===== src/rtl/onehot_rr_arbiter.sv =====
// Round-robin arbiter with a registered one-hot grant. The grant is locked for a
// multi-beat transfer and released on the accepted last beat or on abort.
module onehot_rr_arbiter #(
  parameter int WIDTH = 16
) (
  input  logic                             clk,
  input  logic                             rst,
  input  logic [WIDTH-1:0]                 req,
  input  logic                             rdy,
  input  logic                             lst,
  output logic [WIDTH-1:0]                 gnt,
  output logic                             gnt_vld,
  output logic [$clog2(WIDTH)-1:0]         gnt_idx
);

  localparam int WIDTH_LOG = $clog2(WIDTH);

  typedef enum logic {
    IDLE = 1'b0,
    BUSY = 1'b1
  } state_t;

  state_t                 state_q, state_d;
  logic [WIDTH_LOG-1:0]   ptr_q, ptr_d;
  logic [WIDTH-1:0]       gnt_q, gnt_d;
  logic [WIDTH_LOG-1:0]   gnt_idx_q, gnt_idx_d;
  logic                   gnt_vld_q, gnt_vld_d;

  logic                   release_c;
  logic [WIDTH_LOG-1:0]   next_ptr_c;
  logic [WIDTH_LOG-1:0]   arb_ptr_c;
  logic [WIDTH-1:0]       mask_c;
  logic [WIDTH-1:0]       req_masked_c;
  logic [WIDTH-1:0]       win_masked_c;
  logic [WIDTH-1:0]       win_plain_c;
  logic [WIDTH-1:0]       winner_c;

  // Thermometer mask: bits at or above the pointer are eligible in the first scan.
  function automatic logic [WIDTH-1:0] thermo_mask(input logic [WIDTH_LOG-1:0] p);
    logic [WIDTH-1:0] m;
    m = '0;
    for (int i = 0; i < WIDTH; i++) begin
      m[i] = (i >= int'(p));
    end
    return m;
  endfunction

  // Isolates the lowest set bit; result is zero or one-hot.
  function automatic logic [WIDTH-1:0] lowest_set(input logic [WIDTH-1:0] v);
    return v & (~v + {{(WIDTH-1){1'b0}}, 1'b1});
  endfunction

  function automatic logic [WIDTH_LOG-1:0] onehot_to_idx(input logic [WIDTH-1:0] v);
    logic [WIDTH_LOG-1:0] idx;
    idx = '0;
    for (int i = 0; i < WIDTH; i++) begin
      if (v[i]) idx = idx | WIDTH_LOG'(i);
    end
    return idx;
  endfunction

  // Release covers both the accepted last beat and the requester dropping out.
  always_comb begin
    release_c = (state_q == BUSY) && ((rdy && lst) || !req[gnt_idx_q]);
    if (gnt_idx_q == WIDTH_LOG'(WIDTH - 1)) begin
      next_ptr_c = '0;
    end else begin
      next_ptr_c = gnt_idx_q + 1'b1;
    end
    arb_ptr_c    = release_c ? next_ptr_c : ptr_q;
    mask_c       = thermo_mask(arb_ptr_c);
    req_masked_c = req & mask_c;
    win_masked_c = lowest_set(req_masked_c);
    win_plain_c  = lowest_set(req);
    winner_c     = (|req_masked_c) ? win_masked_c : win_plain_c;
  end

  always_comb begin
    state_d   = state_q;
    ptr_d     = ptr_q;
    gnt_d     = gnt_q;
    gnt_idx_d = gnt_idx_q;
    case (state_q)
      IDLE: begin
        if (|req) begin
          gnt_d     = winner_c;
          gnt_idx_d = onehot_to_idx(winner_c);
          state_d   = BUSY;
        end
      end
      BUSY: begin
        if (release_c) begin
          ptr_d = next_ptr_c;
          if (|req) begin
            gnt_d     = winner_c;
            gnt_idx_d = onehot_to_idx(winner_c);
          end else begin
            gnt_d     = '0;
            gnt_idx_d = '0;
            state_d   = IDLE;
          end
        end
      end
      default: begin
        state_d   = IDLE;
        gnt_d     = '0;
        gnt_idx_d = '0;
      end
    endcase
    gnt_vld_d = |gnt_d;
  end

  always_ff @(posedge clk or posedge rst) begin
    if (rst) begin
      state_q   <= IDLE;
      ptr_q     <= '0;
      gnt_q     <= '0;
      gnt_idx_q <= '0;
      gnt_vld_q <= 1'b0;
    end else begin
      state_q   <= state_d;
      ptr_q     <= ptr_d;
      gnt_q     <= gnt_d;
      gnt_idx_q <= gnt_idx_d;
      gnt_vld_q <= gnt_vld_d;
    end
  end

  assign gnt     = gnt_q;
  assign gnt_vld = gnt_vld_q;
  assign gnt_idx = gnt_idx_q;

endmodule


===== config.mk =====
export PLATFORM = sky130hd
export DESIGN_NAME = onehot_rr_arbiter
export DESIGN_NICKNAME = d
export VERILOG_FILES = /design/src/rtl/onehot_rr_arbiter.sv
export SDC_FILE = /design/constraint.sdc
export NUM_CORES = 1
export LEC_CHECK = 0
export CORE_MARGIN = 4
export CORE_UTILIZATION = 39
export CTS_CLUSTER_SIZE = 40
export DETAILED_ROUTE_END_ITERATION = 16
export SLEW_MARGIN = 20
export SYNTH_ARGS = -nofsm -noshare
export SYNTH_HDL_FRONTEND = slang
export SYNTH_SLANG_ARGS = --single-unit

===== constraint.sdc =====
create_clock -name clk -period 5 [get_ports clk]
set_clock_uncertainty 0.2 [all_clocks]
set_input_delay 1.5 -clock clk [delete_from_list [all_inputs] [get_ports clk]]
set_output_delay 1.5 -clock clk [all_outputs]
set_load 0.02 [all_outputs]

==> reports/results.txt <==
Final estimated routing congestion in global placement = 0.9291
Netlist cell types = 76
Worst hold start = gnt[0]$_DFF_PP0_
Result of the run = finished clean
Type of origin of the critical path = input pin
Top flip-flop cell by instance count after synthesis = sky130_fd_sc_hd__dfrtp_1
Die W = 88.76 um
Routed Wire Length = 10,010 um
Worst-case setup slack after placement = -161.5 ps
Total power divided by cell area = 701.8 nW/um2
Portion of the post-synthesis area used by sequential elements = 0.2558
Root Buffer = sky130_fd_sc_hd__clkbuf_8
Fin Hold WS = 314.9 ps
Arr. time, crit path = 4830 ps
Synth Cell Area = 2544 um2
Clock tree from TritonCTS = done
PnR Total Power = 2.596 mW
Post-route cell area = 3700 um2
Via count of the first global-routing pass = 2,879
Final worst slack = 110.6 ps
Most common cell in the synthesized netlist = sky130_fd_sc_hd__nand2_1
Initial Util = 0.4006
Fraction of the cycle the final worst path needs = 0.9779
Final non-filler cell total = 513
Worst supply voltage drop on vdd = 378.2 uV
Core footprint = 6350 um2
Number of filler cells placed in the layout = 558
Type of element capturing the critical path = flop
Number of nets in the layout = 459
Number of max-cap violations = 0
Warning count from the yosys run = 0
I/O pins = 41
Routed wire length per instance = 19.51 um
Maximum operating frequency = 204.5 MHz
Library cell occupying the most area in the post-synthesis netlist = sky130_fd_sc_hd__dfrtp_1
Launch point of the worst reg-to-reg path = gnt_idx[2]$_DFFE_PP0P_
Average instance area after synthesis = 7.851 um2
Residual antenna-violating net count after detailed routing = 0
Setup TNS after final layout = 0 ps
Post-Syn Instances = 324
Number of rows in the core area = 29
Setup slack of the most critical reg-to-reg path = 910 ps
HP Class = reg -> reg
Register share of total power = 0.172
Max Fanout on Critical Path = 4
Sum of net half-perimeters after detailed placement = 7976 um
Final min period = 4889 ps
Class of the most critical setup path = in -> reg
Die Height = 88.76 um
Number of optimization iterations in the first detailed-route pass = 5
Worst slew slack as a fraction of its limit = 0.3314
Nets in the synthesized netlist = 345
Async set-or-reset flop fraction in the synthesized netlist = 1.000
CTS clk-pin slew, worst paths = 90 ps
Critical Path RT = 4940 ps
Total gr overflow = 0
Buffers from clock root to sink, at most = 2
End point of the most critical hold path = gnt[0]$_DFF_PP0_
Sink count of the clock tree = 26
Clock network fraction of total power = 0.047
Wire length of the first global-routing pass = 15,420 um
# H-tree levels = 1
Actual transition at the worst max-transition pin = 996.7 ps
Total count of hold-check failures in the final report = 0
Count of unresolved DRC violations after routing = 0
Max-slew violation count = 0
Detailed-route via count = 3,089
Design internal power = 1.296 mW
Switching Power = 1.300 mW
Hold-fix buffers at CTS = 0
Area added between synthesis and finish = 45.45%
Dpl cell area = 3626 um2
Hold Path Depth = 2
Drt first-iter violations = 314
Reg-to-Reg End = gnt_vld$_DFF_PP0_
Combinational Power Share = 0.781
DIE AREA = 7878 um2
Endpoints failing setup = 0
Dpl cells = 510
Count of cells along the worst register-to-register path = 12
Clock buffer count from CTS = 3
#FFs+latches synth = 26
Leakage power of the design = 1.611 nW
Fraction of layout instances using a drive strength above 1 = 0.2729
Worst skew pair latency = 270 ps
Area share of the largest cell type after synthesis = 0.2558
Maximum number of pins on one net before global-route repair = 27
Count of flip-flops with a built-in enable after synthesis = 0
Total routing resource utilization after global routing = 0.2568
Switching part of the total = 0.5007
Count of buffers inserted at the top-level ports = 40
Antenna diodes = 0
Number of antenna violations at the first check in global routing = 0
Utilization of the core after routing = 0.5827
Most instantiated cells after synthesis = sky130_fd_sc_hd__nand2_1, sky130_fd_sc_hd__nor2_1, sky130_fd_sc_hd__o21ai_0
Cell types occupying the most area after synthesis = sky130_fd_sc_hd__dfrtp_1, sky130_fd_sc_hd__o21ai_0, sky130_fd_sc_hd__nand2_1
Number of vias per cell after detailed routing = 6.021
[cell usage in the layout (no fill, tap or decap), types with 6 or more instances in the layout]
cell | synthesis | routed
sky130_fd_sc_hd__o21ai_0 | 28 | 27
sky130_fd_sc_hd__nor2_1 | 28 | 27
sky130_fd_sc_hd__a21oi_1 | 12 | 12
sky130_fd_sc_hd__dfrtp_1 | 26 | 26
sky130_fd_sc_hd__inv_1 | 13 | 12
sky130_fd_sc_hd__nand2_1 | 35 | 35
sky130_fd_sc_hd__nor4_1 | 8 | 8
sky130_fd_sc_hd__nor3_1 | 17 | 17
sky130_fd_sc_hd__o21ai_1 | 5 | 6
sky130_fd_sc_hd__nand3_1 | 9 | 9
sky130_fd_sc_hd__buf_4 | 1 | 88
sky130_fd_sc_hd__clkdlybuf4s50_1 | 0 | 40
[layout make-up]
| cell class | count | area (um2) | share of cell area |
|---|---|---|---|
| inverter | 13 | 48.80 | 0.01319 |
| multi-input combinational | 265 | 1782 | 0.4816 |
| clock buffer | 3 | 41.29 | 0.01116 |
| sequential | 26 | 650.6 | 0.1759 |
| timing repair buffer | 129 | 1081 | 0.2922 |
| tap | 77 | 96.34 | 0.02604 |
[kinds of logic after synthesis]
family | Yosys count | synth area share
mux | 8 | 0.03787
simple gates | 134 | 0.2833
fa+ha+maj | 1 | 0.004918
compound gates | 119 | 0.3512
xor+xnor | 3 | 0.01033
buf+inv | 33 | 0.05657
flops | 26 | 0.2558
[state kept, by name, summed over array words and instances, names as in the netlist]
name / flops
ptr_q: 4
gnt_vld: 1
gnt: 16
state_q: 1
gnt_idx: 4
[layer usage]
layer	global-route usage	part of all wire	routed length [um]	vias to the layer above
met2	0.3758	0.43	4319	133
met5	0	0	0	-
met1	0.3939	0.49	4895	1464
li1	-	-	-	1477
met4	0.04945	0.016	165	0
met3	0.04376	0.063	629	15
[power groups by stage]
| stage | registers [mW] | clock network (mW) | logic, mW |
|---|---|---|---|
| after floorplan | 0.402 | 0 | 1.11 |
| after global placement | 0.442 | 0 | 1.98 |
| after detailed placement | 0.443 | 0 | 1.97 |
| after CTS | 0.437 | 0.126 | 1.98 |
| after global routing | 0.460 | 0.131 | 2.19 |
| final | 0.448 | 0.121 | 2.03 |
[worst max path at each step]
| stage | from | cells after the start | endpoint | slack (ps) |
|---|---|---|---|---|
| 3_5_place_dp | req[0] | 13 | gnt_vld$_DFF_PP0_ | -160 |
| 3_3_place_gp | req[13] | 14 | gnt_idx[3]$_DFFE_PP0P_ | -160 |
| 4_1_cts | req[13] | 12 | gnt_idx[3]$_DFFE_PP0P_ | 120 |
| 2_1_floorplan | req[3] | 12 | gnt_vld$_DFF_PP0_ | 380 |
| 5_1_grt | req[13] | 15 | gnt_vld$_DFF_PP0_ | -7 |
| 6_report | req[0] | 13 | gnt_vld$_DFF_PP0_ | 110 |
[timing repair]
item	4_1_cts	5_1_grt
setup buffers	0	0
setup endpoints to repair	0	10
gates resized for setup	0	7
hold endpoints to repair	0	0
[worst max-delay path, stage by stage]
cell	delay (ps)
sky130_fd_sc_hd__clkdlybuf4s50_1	440
sky130_fd_sc_hd__buf_4	160
sky130_fd_sc_hd__or4_4	470
sky130_fd_sc_hd__or4_4	440
sky130_fd_sc_hd__nand2b_4	160
sky130_fd_sc_hd__or4_4	420
sky130_fd_sc_hd__nand2b_4	160
sky130_fd_sc_hd__and2_4	180
sky130_fd_sc_hd__a32o_1	210
sky130_fd_sc_hd__a41o_1	230
sky130_fd_sc_hd__o21bai_1	170
sky130_fd_sc_hd__nor4_2	170
sky130_fd_sc_hd__nand4_1	130
Power figures use the tool's default switching activity.
